$ cat config.mk
export PLATFORM = sky130hd
export DESIGN_NAME = uart_rx_deserializer
export DESIGN_NICKNAME = d
export VERILOG_FILES = /design/src/rtl/uart_rx_pkg.sv /design/src/rtl/uart_rx_data_sampler.sv /design/src/rtl/uart_rx_deserializer.sv
export SDC_FILE = /design/constraint.sdc
export NUM_CORES = 1
export LEC_CHECK = 0
export ABC_CLOCK_PERIOD_IN_PS = 3510
export BUFFER_PORTS_ARGS = -buffer_cell sky130_fd_sc_hd__buf_2
export CAP_MARGIN = 10
export CORE_ASPECT_RATIO = 1.4
export CORE_MARGIN = 3
export CORE_UTILIZATION = 62
export DETAILED_ROUTE_END_ITERATION = 10
export GPL_TIMING_DRIVEN = 0
export HOLD_SLACK_MARGIN = 0.08
export PLACE_DENSITY = 0.92
export SYNTH_ARGS = -nofsm -noshare
export SYNTH_HDL_FRONTEND = slang
export SYNTH_SLANG_ARGS = --single-unit
$ cat constraint.sdc
create_clock -name CLK -period 3.51 [get_ports CLK]
set_clock_uncertainty 0.15 [all_clocks]
set_input_delay 0.702 -clock CLK [delete_from_list [all_inputs] [get_ports CLK]]
set_output_delay 0.702 -clock CLK [all_outputs]
set_load 0.01 [all_outputs]
$ cat src/rtl/uart_rx_pkg.sv
// Shared types and constants for the UART receive path: FSM states and the
// oversampling ratios the receiver understands.
package uart_rx_pkg;

  typedef enum logic [2:0] {
    IDLE,
    START,
    DATA,
    PARITY,
    STOP,
    WAIT_IDLE
  } rx_state_e;

  localparam logic [5:0] PRESCALE_8       = 6'd8;
  localparam logic [5:0] PRESCALE_16      = 6'd16;
  localparam logic [5:0] PRESCALE_32      = 6'd32;
  localparam logic [5:0] PRESCALE_DEFAULT = PRESCALE_8;

  // Unsupported ratios fall back to the default so counters always wrap sanely.
  function automatic logic [5:0] legal_prescale(input logic [5:0] p);
    case (p)
      PRESCALE_16: return PRESCALE_16;
      PRESCALE_32: return PRESCALE_32;
      default:     return PRESCALE_DEFAULT;
    endcase
  endfunction

endpackage

$ cat src/rtl/uart_rx_data_sampler.sv
// Takes three samples around mid-bit and registers their 2-of-3 majority,
// which is valid from the cycle after the third sample onward.
module uart_rx_data_sampler (
  input  logic       clk_i,
  input  logic       rst_i,
  input  logic       rx_i,
  input  logic [5:0] edge_cnt_i,
  input  logic [5:0] prescale_i,
  output logic       bit_o
);

  logic [5:0] mid;
  logic       s0_q;
  logic       s1_q;
  logic       maj_q;

  assign mid   = prescale_i >> 1;
  assign bit_o = maj_q;

  always_ff @(posedge clk_i) begin
    if (rst_i) begin
      s0_q  <= 1'b1;
      s1_q  <= 1'b1;
      maj_q <= 1'b1;
    end else begin
      if (edge_cnt_i == mid - 6'd1) s0_q <= rx_i;
      if (edge_cnt_i == mid)        s1_q <= rx_i;
      if (edge_cnt_i == mid + 6'd1) maj_q <= (s0_q & s1_q) | (s0_q & rx_i) | (s1_q & rx_i);
    end
  end

endmodule

$ cat src/rtl/uart_rx_deserializer.sv
// UART receiver: start detection, mid-bit voted sampling, LSB-first
// deserialization, optional parity and stop-bit checking.
module uart_rx_deserializer
  import uart_rx_pkg::*;
#(
  parameter int DATA_WIDTH = 8
) (
  input  logic                  CLK,
  input  logic                  RST,
  input  logic                  RX_IN,
  input  logic [5:0]            PRESCALE,
  input  logic                  PAR_EN,
  input  logic                  PAR_TYP,
  output logic [DATA_WIDTH-1:0] P_DATA,
  output logic                  DATA_VALID,
  output logic                  PAR_ERR,
  output logic                  STP_ERR,
  output logic                  BUSY
);

  localparam int BCW = (DATA_WIDTH > 1) ? $clog2(DATA_WIDTH) : 1;

  rx_state_e             state_q;
  logic [5:0]            edge_cnt_q;
  logic [BCW-1:0]        bit_cnt_q;
  logic [5:0]            presc_q;
  logic [5:0]            presc_d;
  logic                  par_en_q;
  logic                  par_typ_q;
  logic                  par_err_q;
  logic [DATA_WIDTH-1:0] data_q;
  logic [DATA_WIDTH-1:0] p_data_q;
  logic                  dv_q;
  logic                  pe_q;
  logic                  se_q;
  logic                  sample;
  logic                  decide;
  logic                  last_edge;

  assign presc_d   = legal_prescale(PRESCALE);
  assign decide    = edge_cnt_q == (presc_q >> 1) + 6'd2;
  assign last_edge = edge_cnt_q == presc_q - 6'd1;

  assign P_DATA     = p_data_q;
  assign DATA_VALID = dv_q;
  assign PAR_ERR    = pe_q;
  assign STP_ERR    = se_q;
  assign BUSY       = state_q != IDLE;

  uart_rx_data_sampler u_sampler (
    .clk_i      (CLK),
    .rst_i      (RST),
    .rx_i       (RX_IN),
    .edge_cnt_i (edge_cnt_q),
    .prescale_i (presc_q),
    .bit_o      (sample)
  );

  // The detect cycle counts as edge 0 of the start bit, so START begins at 1.
  always_ff @(posedge CLK) begin
    if (RST) begin
      state_q    <= IDLE;
      edge_cnt_q <= '0;
      bit_cnt_q  <= '0;
      presc_q    <= PRESCALE_DEFAULT;
      par_en_q   <= 1'b0;
      par_typ_q  <= 1'b0;
      par_err_q  <= 1'b0;
      data_q     <= '0;
      p_data_q   <= '0;
      dv_q       <= 1'b0;
      pe_q       <= 1'b0;
      se_q       <= 1'b0;
    end else begin
      dv_q <= 1'b0;
      pe_q <= 1'b0;
      se_q <= 1'b0;
      case (state_q)
        IDLE: begin
          if (!RX_IN) begin
            state_q    <= START;
            edge_cnt_q <= 6'd1;
            bit_cnt_q  <= '0;
            presc_q    <= presc_d;
            par_en_q   <= PAR_EN;
            par_typ_q  <= PAR_TYP;
            par_err_q  <= 1'b0;
          end
        end
        START: begin
          if (decide && sample) begin
            state_q    <= IDLE;
            edge_cnt_q <= '0;
          end else if (last_edge) begin
            state_q    <= DATA;
            edge_cnt_q <= '0;
          end else begin
            edge_cnt_q <= edge_cnt_q + 6'd1;
          end
        end
        DATA: begin
          if (decide) data_q <= DATA_WIDTH'({sample, data_q} >> 1);
          if (last_edge) begin
            edge_cnt_q <= '0;
            if (bit_cnt_q == BCW'(DATA_WIDTH - 1)) begin
              bit_cnt_q <= '0;
              state_q   <= par_en_q ? PARITY : STOP;
            end else begin
              bit_cnt_q <= bit_cnt_q + BCW'(1);
            end
          end else begin
            edge_cnt_q <= edge_cnt_q + 6'd1;
          end
        end
        PARITY: begin
          if (decide) par_err_q <= sample != ((^data_q) ^ par_typ_q);
          if (last_edge) begin
            state_q    <= STOP;
            edge_cnt_q <= '0;
          end else begin
            edge_cnt_q <= edge_cnt_q + 6'd1;
          end
        end
        // Leave half a bit early so a following start bit is not missed.
        STOP: begin
          if (decide) begin
            dv_q       <= sample & ~par_err_q;
            pe_q       <= par_err_q;
            se_q       <= ~sample;
            if (sample && !par_err_q) p_data_q <= data_q;
            state_q    <= sample ? IDLE : WAIT_IDLE;
            edge_cnt_q <= '0;
          end else begin
            edge_cnt_q <= edge_cnt_q + 6'd1;
          end
        end
        WAIT_IDLE: begin
          if (RX_IN) state_q <= IDLE;
        end
        default: state_q <= IDLE;
      endcase
    end
  end

endmodule

==> summary.txt <==
Outcome
  • Status: finished clean

Detailed routing
  • Pre-antenna DRT Iters: 4
  • # DRC: 0
  • Vias per cell: ~5.8
  • Routed len/inst: about 14 um
  • Via count: roughly 1800
  • WL final: 4230 um
  • Initial DRC count: 92
  • Post-route ant nets: 0

Clock network
  • Post_cts resized: 0
  • Worst skew pair latency: approximately 0.30 ns
  • CTS Hold Bufs: 0
  • H-tree Lvls: 2
  • Postcts setup bufs: 0
  • CTS tree: yes
  • Deepest clock path buffer count: 2
  • Clock Sink Count: 40
  • CTS buffer count: 5
  • Worst-path clk slew: 0.07 ns
  • Root buffer cell: clkbuf_8

Placed design
  • GP Congestion: slightly below 0.9
  • # port buffers: 20
  • Final HPWL DP: 3130 um
  • Area post-placement: ~2300 um^2
  • Dpl cells: about 300

Pwr
  • Leakage dissipation: ~1.1 nW
  • Power, Total: 1.10 mW
  • Pwr dens: approximately 470 nW/um^2
  • Worst VDD drop: 0.351 mV

Critical path
  • R2R setup slack: slightly above 1 ns
  • WP data required: between 3 and 4 ns
  • Worst reg2reg path depth: 7
  • Reg-to-Reg Start: presc_q[3]$_SDFFE_PP1P_
  • Worst-path fanout max: 9
  • WP data arrival: 2.53 ns
  • Crit. End Element: flop
  • Setup Crit Path Kind: flop to flop
  • Reg-to-Reg End: state_q[1]$_SDFFE_PP0P_
  • Critical path startpoint category: flop

Floorplan
  • Site Rows: 24
  • Die height: approximately 75 um
  • Die area: ~4100 um^2
  • Die W: about 55 um
  • CORE AREA: about 3200 um^2
  • # IOs: 23
  • Starting utilization of the core area: between 60% and 70%

Min path
  • Hold Crit Class: flop to flop
  • Hold_sp: bit_cnt_q[1]$_SDFFE_PP0P_
  • Hold Crit Depth: 2
  • Worst Hold Endpoint: bit_cnt_q[1]$_SDFFE_PP0P_

Timing
  • Actual slew at the worst max-slew pin: 0.626 ns
  • Fmax: 0.404 GHz
  • Max Transition Viols Final: 0
  • Post-route minimum period: 2.48 ns
  • Unrepaired setup endpoints after global routing: false
  • Hold Fails Final Rpt: 0
  • Fin crit share: roughly 70%
  • Final setup TNS: 0 ns
  • Worst rel slew slack: around three fifths
  • Endpoints failing setup: 0

Final layout
  • Most common cell after layout, fill and taps aside: dfxtp_1
  • Finished Layout Cells: between 300 and 400
  • Filler cell count: around 250
  • Finished Core Util: approximately three quarters
  • Area growth from synthesis to layout: 10.9%
  • Share of layout cells above drive strength 1: between 15 and 20%
  • Most frequent cells in the layout: dfxtp_1 (40), buf_2 (27), nand2_1 (26)
  • Layout Nets: approximately 280
  • # diodes: 0
  • Post-route cell area: roughly 2300 um^2

Global route
  • Vias in the first global route: between 1500 and 2000
  • Largest net degree at the start of global routing: 13
  • GRT Residual Overflow: 0
  • First-pass GRT wire length: 7410 um
  • Initial antenna violation count: 0
  • GR Util All Layers: about 23%

Synthesis
  • Register area share after synthesis: 38.0%
  • Netlist cell types: 48
  • Mean Syn Cell Area: approximately 9 um^2
  • EDFF count, synth: 0
  • Seq cells post-synth: 40
  • Synth async-reset ratio: 0%
  • YS warnings: 0
  • Syn Nets: approximately 260
  • Synth Flop Type: dfxtp_1
  • Cell area after synthesis: 2110 um^2
  • Number of cells produced by synthesis: between 200 and 250

Run
  • Max-cap viol count: 0
==> critical path, cell delays in order (launching register included) <==
cell,delay [ns]
dfxtp_1,0.44
inv_1,0.07
ha_1,0.34
xnor2_1,0.17
nor4_4,0.34
a211oi_2,0.17
or3_4,0.45
o41ai_2,0.26
==> how the worst max path moves through the flow <==
stage | end | slack, ns | depth (start not counted) | startpoint
6_report | state_q[1]$_SDFFE_PP0P_ | 1.03 | 7 | presc_q[3]$_SDFFE_PP1P_
4_1_cts | state_q[1]$_SDFFE_PP0P_ | 1.05 | 7 | presc_q[3]$_SDFFE_PP1P_
5_1_grt | state_q[1]$_SDFFE_PP0P_ | 0.88 | 7 | presc_q[3]$_SDFFE_PP1P_
3_5_place_dp | state_q[1]$_SDFFE_PP0P_ | 1.07 | 7 | presc_q[3]$_SDFFE_PP1P_
2_1_floorplan | state_q[1]$_SDFFE_PP0P_ | 1.28 | 7 | presc_q[3]$_SDFFE_PP1P_
3_3_place_gp | state_q[1]$_SDFFE_PP0P_ | 1.09 | 7 | presc_q[3]$_SDFFE_PP1P_
==> state kept, by name, indices dropped and copies added (netlist names) <==
name	cells
state_q	3
u_sampler.s0_q	1
par_typ_q	1
u_sampler.s1_q	1
data_q	8
STP_ERR	1
edge_cnt_q	6
DATA_VALID	1
par_en_q	1
P_DATA	8
u_sampler.bit_o	1
par_err_q	1
PAR_ERR	1
bit_cnt_q	3
presc_q	3
==> logic make-up after synthesis <==
kind of cell,synth area share (%)
flops,38.0
simple gates,23.1
mux,8.07
compound gates,12.8
xor+xnor,9.26
buf+inv,4.69
fa+ha+maj,4.15
==> synthesized netlist by cell type (2+ instances only) <==
library cell  count  area [um^2]
o21ai_0           5         25.0
inv_1             5         18.8
o211ai_1          5         37.5
a311oi_1          2         17.5
and2_1            4         25.0
ha_1              7         87.6
a21oi_1          16         80.1
or2_2             2         12.5
nor4_1            5         31.3
nand2b_1          2         12.5
buf_2             7         35.0
xor2_1            7         61.3
nor3_1            4         20.0
nand2_1          26         97.6
clkbuf_1          8         30.0
nand3_1           8         40.0
nand4b_1          2         17.5
o22ai_1           3         18.8
nor2_1           25         93.8
nor3b_1           2         15.0
dfxtp_1          40          801
nand3b_1          2         15.0
mux2i_1          17          170
a31oi_1           2         12.5
xnor2_1          10         87.6
==> layer usage <==
metal | up-vias | part of all wire (%) | wire length (um) | GRT usage, %
met3 | 7 | 4.5 | 191 | 5.66
met4 | 0 | 2.4 | 101 | 13.0
met1 | 841 | 41 | 1750 | 25.6
li1 | 885 | - | - | -
met5 | - | 0 | 0 | 0
met2 | 38 | 52 | 2190 | 39.3
==> per-stage QoR <==
| step | hold WS (ns) | setup WS (ns) |
|---|---|---|
| 2_1_floorplan | 0.286 | 1.28 |
| 3_3_place_gp | 0.294 | 1.09 |
| 3_5_place_dp | 0.306 | 1.07 |
| 4_1_cts | 0.317 | 1.05 |
| 5_1_grt | 0.335 | 0.884 |
| 6_report | 0.315 | 1.03 |
==> power by group <==
part	leakage, nW	switching (mW)	internal (mW)	total [mW]
Clock	0.0400	0.160	0.135	0.295
Sequential	0.323	0.0209	0.477	0.498
Combinational	0.698	0.192	0.113	0.306
==> cell type report <==
class / count / area (um^2) / area share, %
well taps: 39 / 48.8 / 2.09
plain buffers: 16 / 76.3 / 3.26
clock buffers: 5 / 68.8 / 2.94
multi-input cells: 177 / 1210 / 51.7
clock inverters: 2 / 12.5 / 0.535
repair buffers: 20 / 100 / 4.28
flip-flops and latches: 40 / 801 / 34.2
inverters: 6 / 22.5 / 0.963
Power figures use the tool's default switching activity.
